File: config.mk
export PLATFORM = sky130hd
export DESIGN_NAME = seg7_scan_blink
export DESIGN_NICKNAME = d
export VERILOG_FILES = /design/src/rtl/seg7_scan_blink.sv
export SDC_FILE = /design/constraint.sdc
export NUM_CORES = 1
export LEC_CHECK = 0
export CELL_PAD_IN_SITES_DETAIL_PLACEMENT = 0
export CELL_PAD_IN_SITES_GLOBAL_PLACEMENT = 2
export CORE_ASPECT_RATIO = 0.9
export CORE_MARGIN = 5
export CORE_UTILIZATION = 29
export CTS_CLUSTER_SIZE = 28
export DETAILED_ROUTE_END_ITERATION = 6
export DONT_BUFFER_PORTS = 1
export PLACE_DENSITY = 0.56
export SYNTH_ARGS = -nofsm -noshare
export SYNTH_HDL_FRONTEND = slang
export SYNTH_SLANG_ARGS = --single-unit
File: constraint.sdc
create_clock -name clk -period 2.25 [get_ports clk]
set_input_delay 0.1125 -clock clk [delete_from_list [all_inputs] [get_ports clk]]
set_output_delay 0.1125 -clock clk [all_outputs]
set_load 0.1 [all_outputs]
File: src/rtl/seg7_scan_blink.sv
// seg7_scan_blink: multi-digit hex 7-segment driver.
// Scans DIGITS digits in turn over a shared active-low segment bus, with per-digit
// blink, blank and decimal-point control. All outputs are registered.
module seg7_scan_blink #(
  parameter int DIGITS    = 4,
  parameter int SCAN_GAP  = 50000,
  parameter int BLINK_GAP = 1000000
) (
  input  logic                  clk,
  input  logic                  rst_n,
  input  logic                  en,
  input  logic [4*DIGITS-1:0]   value,
  input  logic [DIGITS-1:0]     blink_mask,
  input  logic [DIGITS-1:0]     blank_mask,
  input  logic [DIGITS-1:0]     dp_in,
  output logic [6:0]            seg,
  output logic                  dp,
  output logic [DIGITS-1:0]     an,
  output logic                  frame_tick
);

  localparam int SW = (SCAN_GAP  > 1) ? $clog2(SCAN_GAP)  : 1;
  localparam int BW = (BLINK_GAP > 1) ? $clog2(BLINK_GAP) : 1;
  localparam int IW = (DIGITS    > 1) ? $clog2(DIGITS)    : 1;

  // Terminal counts: counters are compared against these and cleared, never left to wrap.
  localparam logic [SW-1:0] SCAN_LAST  = SW'(SCAN_GAP - 1);
  localparam logic [BW-1:0] BLINK_LAST = BW'(BLINK_GAP - 1);
  localparam logic [IW-1:0] IDX_LAST   = IW'(DIGITS - 1);

  logic [SW-1:0]     scan_cnt_q, scan_cnt_d;
  logic [IW-1:0]     idx_q, idx_d;
  logic [BW-1:0]     blink_cnt_q, blink_cnt_d;
  logic              phase_q, phase_d;
  logic              frame_tick_q, frame_tick_d;
  logic [6:0]        seg_q, seg_d;
  logic              dp_q, dp_d;
  logic [DIGITS-1:0] an_q, an_d;

  logic [3:0]        nibble;
  logic              dark;

  // Hex nibble to active-low gfedcba pattern.
  function automatic logic [6:0] hex_decode(input logic [3:0] nib);
    case (nib)
      4'h0: hex_decode = 7'b1000000;
      4'h1: hex_decode = 7'b1111001;
      4'h2: hex_decode = 7'b0100100;
      4'h3: hex_decode = 7'b0110000;
      4'h4: hex_decode = 7'b0011001;
      4'h5: hex_decode = 7'b0010010;
      4'h6: hex_decode = 7'b0000010;
      4'h7: hex_decode = 7'b1111000;
      4'h8: hex_decode = 7'b0000000;
      4'h9: hex_decode = 7'b0010000;
      4'hA: hex_decode = 7'b0001000;
      4'hB: hex_decode = 7'b0000011;
      4'hC: hex_decode = 7'b1000110;
      4'hD: hex_decode = 7'b0100001;
      4'hE: hex_decode = 7'b0000110;
      default: hex_decode = 7'b0001110;
    endcase
  endfunction

  // Scan counter and digit index; frozen while the display is disabled.
  always_comb begin
    scan_cnt_d   = scan_cnt_q;
    idx_d        = idx_q;
    frame_tick_d = 1'b0;
    if (en) begin
      if (scan_cnt_q == SCAN_LAST) begin
        scan_cnt_d = '0;
        if (idx_q == IDX_LAST) begin
          idx_d        = '0;
          frame_tick_d = 1'b1;
        end else begin
          idx_d = idx_q + IW'(1);
        end
      end else begin
        scan_cnt_d = scan_cnt_q + SW'(1);
      end
    end
  end

  // Blink timebase; an empty mask parks it in the visible phase so the next blink starts lit.
  always_comb begin
    blink_cnt_d = blink_cnt_q;
    phase_d     = phase_q;
    if (blink_mask == '0) begin
      blink_cnt_d = '0;
      phase_d     = 1'b0;
    end else if (en) begin
      if (blink_cnt_q == BLINK_LAST) begin
        blink_cnt_d = '0;
        phase_d     = ~phase_q;
      end else begin
        blink_cnt_d = blink_cnt_q + BW'(1);
      end
    end
  end

  // Next output pattern for the currently selected digit.
  always_comb begin
    nibble = value[{idx_q, 2'b00} +: 4];
    dark   = blank_mask[idx_q] | (blink_mask[idx_q] & phase_q);
    an_d   = '1;
    seg_d  = 7'h7F;
    dp_d   = 1'b1;
    if (en) begin
      an_d  = ~(DIGITS'(1) << idx_q);
      seg_d = dark ? 7'h7F : hex_decode(nibble);
      dp_d  = ~(dp_in[idx_q] & ~dark);
    end
  end

  // State and output registers.
  always_ff @(posedge clk or negedge rst_n) begin
    if (!rst_n) begin
      scan_cnt_q   <= '0;
      idx_q        <= '0;
      blink_cnt_q  <= '0;
      phase_q      <= 1'b0;
      frame_tick_q <= 1'b0;
      seg_q        <= 7'h7F;
      dp_q         <= 1'b1;
      an_q         <= '1;
    end else begin
      scan_cnt_q   <= scan_cnt_d;
      idx_q        <= idx_d;
      blink_cnt_q  <= blink_cnt_d;
      phase_q      <= phase_d;
      frame_tick_q <= frame_tick_d;
      seg_q        <= seg_d;
      dp_q         <= dp_d;
      an_q         <= an_d;
    end
  end

  assign seg        = seg_q;
  assign dp         = dp_q;
  assign an         = an_q;
  assign frame_tick = frame_tick_q;

endmodule
==> impl_metrics.csv <==
group,metric,value,unit
critical_path,critPathMaxFanout,8,
clock_tree,cts_sinks,52,
critical_path,crit_chain,"or4_1 > nor4_1 > nand3_1 > mux2_2",
power_and_ir_drop,ir_drop,305.9,uV
die,die-area,12900,sq um
power_and_ir_drop,power_frac_clock,0.359,
route,drt_iter0_drc,73,
power_and_ir_drop,powerDensity,653.3,nW/um^2
critical_path,crit_arrival,2.16,ns
die,num_rows,35,
synth,avgSynthCellArea,10.58,sq um
synth,synth.distinct_cells,52,
timing,tns,0,ns
synth,synthSimpleGateAreaFrac,0.2195,
placement,dp_hpwl,5175,um
synth,synth_seq_area_share,0.4230,
run_status,status,"completed",
cells_and_area,diodes,0,
clock_tree,clk_pin_slew_worst_paths,0.07,ns
cells_and_area,final_common_cell,"dfrtp_1",
route,wl,7503,um
power_and_ir_drop,pwr-share-seq,0.530,
grt,grt_pass1_wl,12690,um
timing,fmax,505.4,MHz
route,wl_per_cell,17.61,um
timing,fin_hold_ws,0.006997,ns
die,start_util,0.2998,
die,core_area,10380,sq um
critical_path,critPathRequiredTime,2.43,ns
synth,synth_top_family_by_area,"simple AND/OR/NAND/NOR gates",
timing,finalSetupViolations,0,
timing,rsz0062_at_grt,"false",
timing,finalCriticalPeriod,1.979,ns
die,die_width,119.2,um
synth,synth_fa_ha_area_frac,0.04825,
synth,synth_compound_area_frac,0.1411,
synth,ys.flop_type,"dfrtp_1",
cells_and_area,drive_gt1_frac,0.1751,
power_and_ir_drop,p_leak,1.339,nW
critical_path,slowest_stage,"or4_1",
clock_tree,cts_root_buffer,"clkbuf_16",
clock_tree,cts_buffers,5,
timing,hold_viol,0,
clock_tree,hold_buffers,3,
timing,relSlewSlack,0.4215,
critical_path,endpoint_kind,"flip-flop",
power_and_ir_drop,p_int,1.592,mW
cells_and_area,mostFrequentLayoutCells,"40 x dfrtp_1, 27 x nand2_1, 15 x o21ai_0",
clock_tree,cts-resized-gates,0,
route,firstDrtPassIters,4,
critical_path,start_kind,"flip-flop",
synth,synth_xor_area_frac,0.05066,
grt,grt_max_degree,53,
synth,synth-seq-cells,52,
clock_tree,h-tree-depth,2,
power_and_ir_drop,p_sw_frac,0.2926,
cells_and_area,final_util,0.3320,
grt,track_usage,0.1230,
route,drt.antenna.violating_nets,0,
synth,syn_area,3112,sq um
clock_tree,cts.path.max_buffers,2,
timing,worst_pin_slew,0.8683,ns
timing,fin_crit_sh,0.8795,
synth,synth_edf_count,0,
cells_and_area,nNetsFinal,339,
cells_and_area,nFillCells,1029,
power_and_ir_drop,p_sw,0.6586,mW
grt,antenna_found_initial,0,
clock_tree,cts_tree,"done",
timing,skew,0.005314,ns
critical_path,crit_type,"reg -> reg",
synth,syn_inst,294,
route,drc,0,
clock_tree,clock_latency,0.29,ns
clock_tree,cts_setup_buffers,0,
grt,overflow,0,
placement,place.gp.congestion,0.6970,
die,die_h,108.3,um
synth,async_flop_share,1.000,
placement,portBuffers,0,
synth,ys.warnings.count,0,
hold_path,hold_path_class,"in -> reg",
timing,fin_ws,0.2712,ns
synth,synth_nets,337,
route,vias,2320,
critical_path,critPathMaxStageDelay,0.56,ns
route,viasPerCell,5.446,
timing,drv_slew,0,
flow_run,maxCapViolCount,0,
placement,pre_cts_slack,0.2950,ns
grt,grt_pass1_vias,2440,
power_and_ir_drop,comb_power_share,0.111,
synth,muxShareOfSynthArea,0.07559,
die,io-pin-count,44,
cells_and_area,syn_to_final_growth,10.74,%
==> flip-flops by register name, indices dropped and copies added, names as in the netlist <==
name / cells
an: 4
blink_cnt_q: 20
dp: 1
frame_tick: 1
idx_q: 2
phase_q: 1
scan_cnt_q: 16
seg: 7
==> critical path: cells and delay by family (launching register included) <==
| family | cells | cell delay, ns |
|---|---|---|
| multiplexers | 1 | 0.28 |
| flip-flops | 1 | 0.48 |
| AND/OR/NAND/NOR | 3 | 1.10 |
==> synthesized netlist by cell type, types with 2 or more instances <==
master,instances,area share
nor4_1,3,0.0060
xnor2_1,5,0.014
buf_2,5,0.0080
clkbuf_1,8,0.0097
a21o_1,2,0.0048
a31oi_1,2,0.0040
buf_6,3,0.011
or4_1,5,0.012
nor4b_1,4,0.011
or3_1,11,0.022
and3_1,8,0.016
nor2_1,7,0.0084
mux2_2,4,0.014
a211oi_2,3,0.012
o221ai_1,2,0.0056
a21oi_1,3,0.0048
dfrtp_1,40,0.32
o2bb2ai_1,3,0.0084
a211oi_1,9,0.022
ha_1,12,0.048
and4_1,2,0.0056
nand2_1,27,0.033
nand4_1,5,0.010
nor4bb_1,3,0.0097
and2_1,2,0.0040
nand3_1,14,0.023
inv_1,8,0.0097
xor2_1,13,0.037
nor3_1,9,0.014
mux4_2,8,0.058
o211ai_1,7,0.017
nand2b_1,3,0.0060
o21ai_0,15,0.024
dfstp_2,12,0.10
nor3b_1,3,0.0072
o2111ai_1,2,0.0056
o31ai_1,6,0.014
o21a_1,2,0.0048
==> cell type report <==
cell class              count  area [sq um]  share of cell area
well taps                 129         161.4             0.04684
flip-flops and latches     52          1316              0.3820
inverters                   9         33.78            0.009804
multi-input cells         216          1665              0.4833
clock inverters             2         15.01            0.004357
clock buffers               6         138.9             0.04031
repair buffers             12         115.1             0.03341
==> power groups by stage <==
| stage | sequential, mW | clock (mW) | combinational (mW) |
|---|---|---|---|
| final | 1.19 | 0.809 | 0.249 |
| after global routing | 1.21 | 0.886 | 0.285 |
| after CTS | 1.19 | 0.838 | 0.255 |
| after detailed placement | 1.21 | 0 | 0.219 |
| after global placement | 1.21 | 0 | 0.220 |
| after floorplan | 1.18 | 0 | 0.186 |
==> through the flow <==
step	instances	instance area, sq um	total power, mW
CTS	426	3446	2.283
global route	426	3446	2.380
floorplan	294	3112	1.369
finish	426	3446	2.251
detailed placement	415	3244	1.426
global placement	415	3244	1.431
==> kinds of logic (layout without fill, tap and decap cells) <==
group / count (synthesis) / in the layout
adders and majority gates: 12 / 12
and+or+nand+nor: 114 / 114
buffers and inverters: 26 / 29
xor gates and xnor gates: 18 / 18
muxes: 13 / 13
AOI/OAI and AO/OA: 59 / 59
DFF: 52 / 52
==> metal layers <==
| layer | wire (um) | GRT usage |
|---|---|---|
| met1 | 3716 | 0.1661 |
| met2 | 3279 | 0.1900 |
| met3 | 393 | 0.03452 |
| met4 | 113 | 0.04218 |
| met5 | 0 | 0 |
==> final timing paths <==
kind,from,endpoint,slack [ns],depth (start not counted)
worst min register to register,scan_cnt_q[10]$_DFFE_PN0P_,scan_cnt_q[10]$_DFFE_PN0P_,0.51,1
max in group asynchronous,rst_n,dp$_DFF_PN1_,1.58,2
worst max-delay path,blink_cnt_q[15]$_DFFE_PN0P_,phase_q$_DFFE_PN0P_,0.27,4
min in group asynchronous,rst_n,blink_cnt_q[19]$_DFFE_PN0P_,0.38,2
worst max register to register,blink_cnt_q[15]$_DFFE_PN0P_,phase_q$_DFFE_PN0P_,0.27,4
worst min-delay path,en,scan_cnt_q[5]$_DFFE_PN0P_,0.007,2
Note: power is estimated with default switching activity, not from simulation.
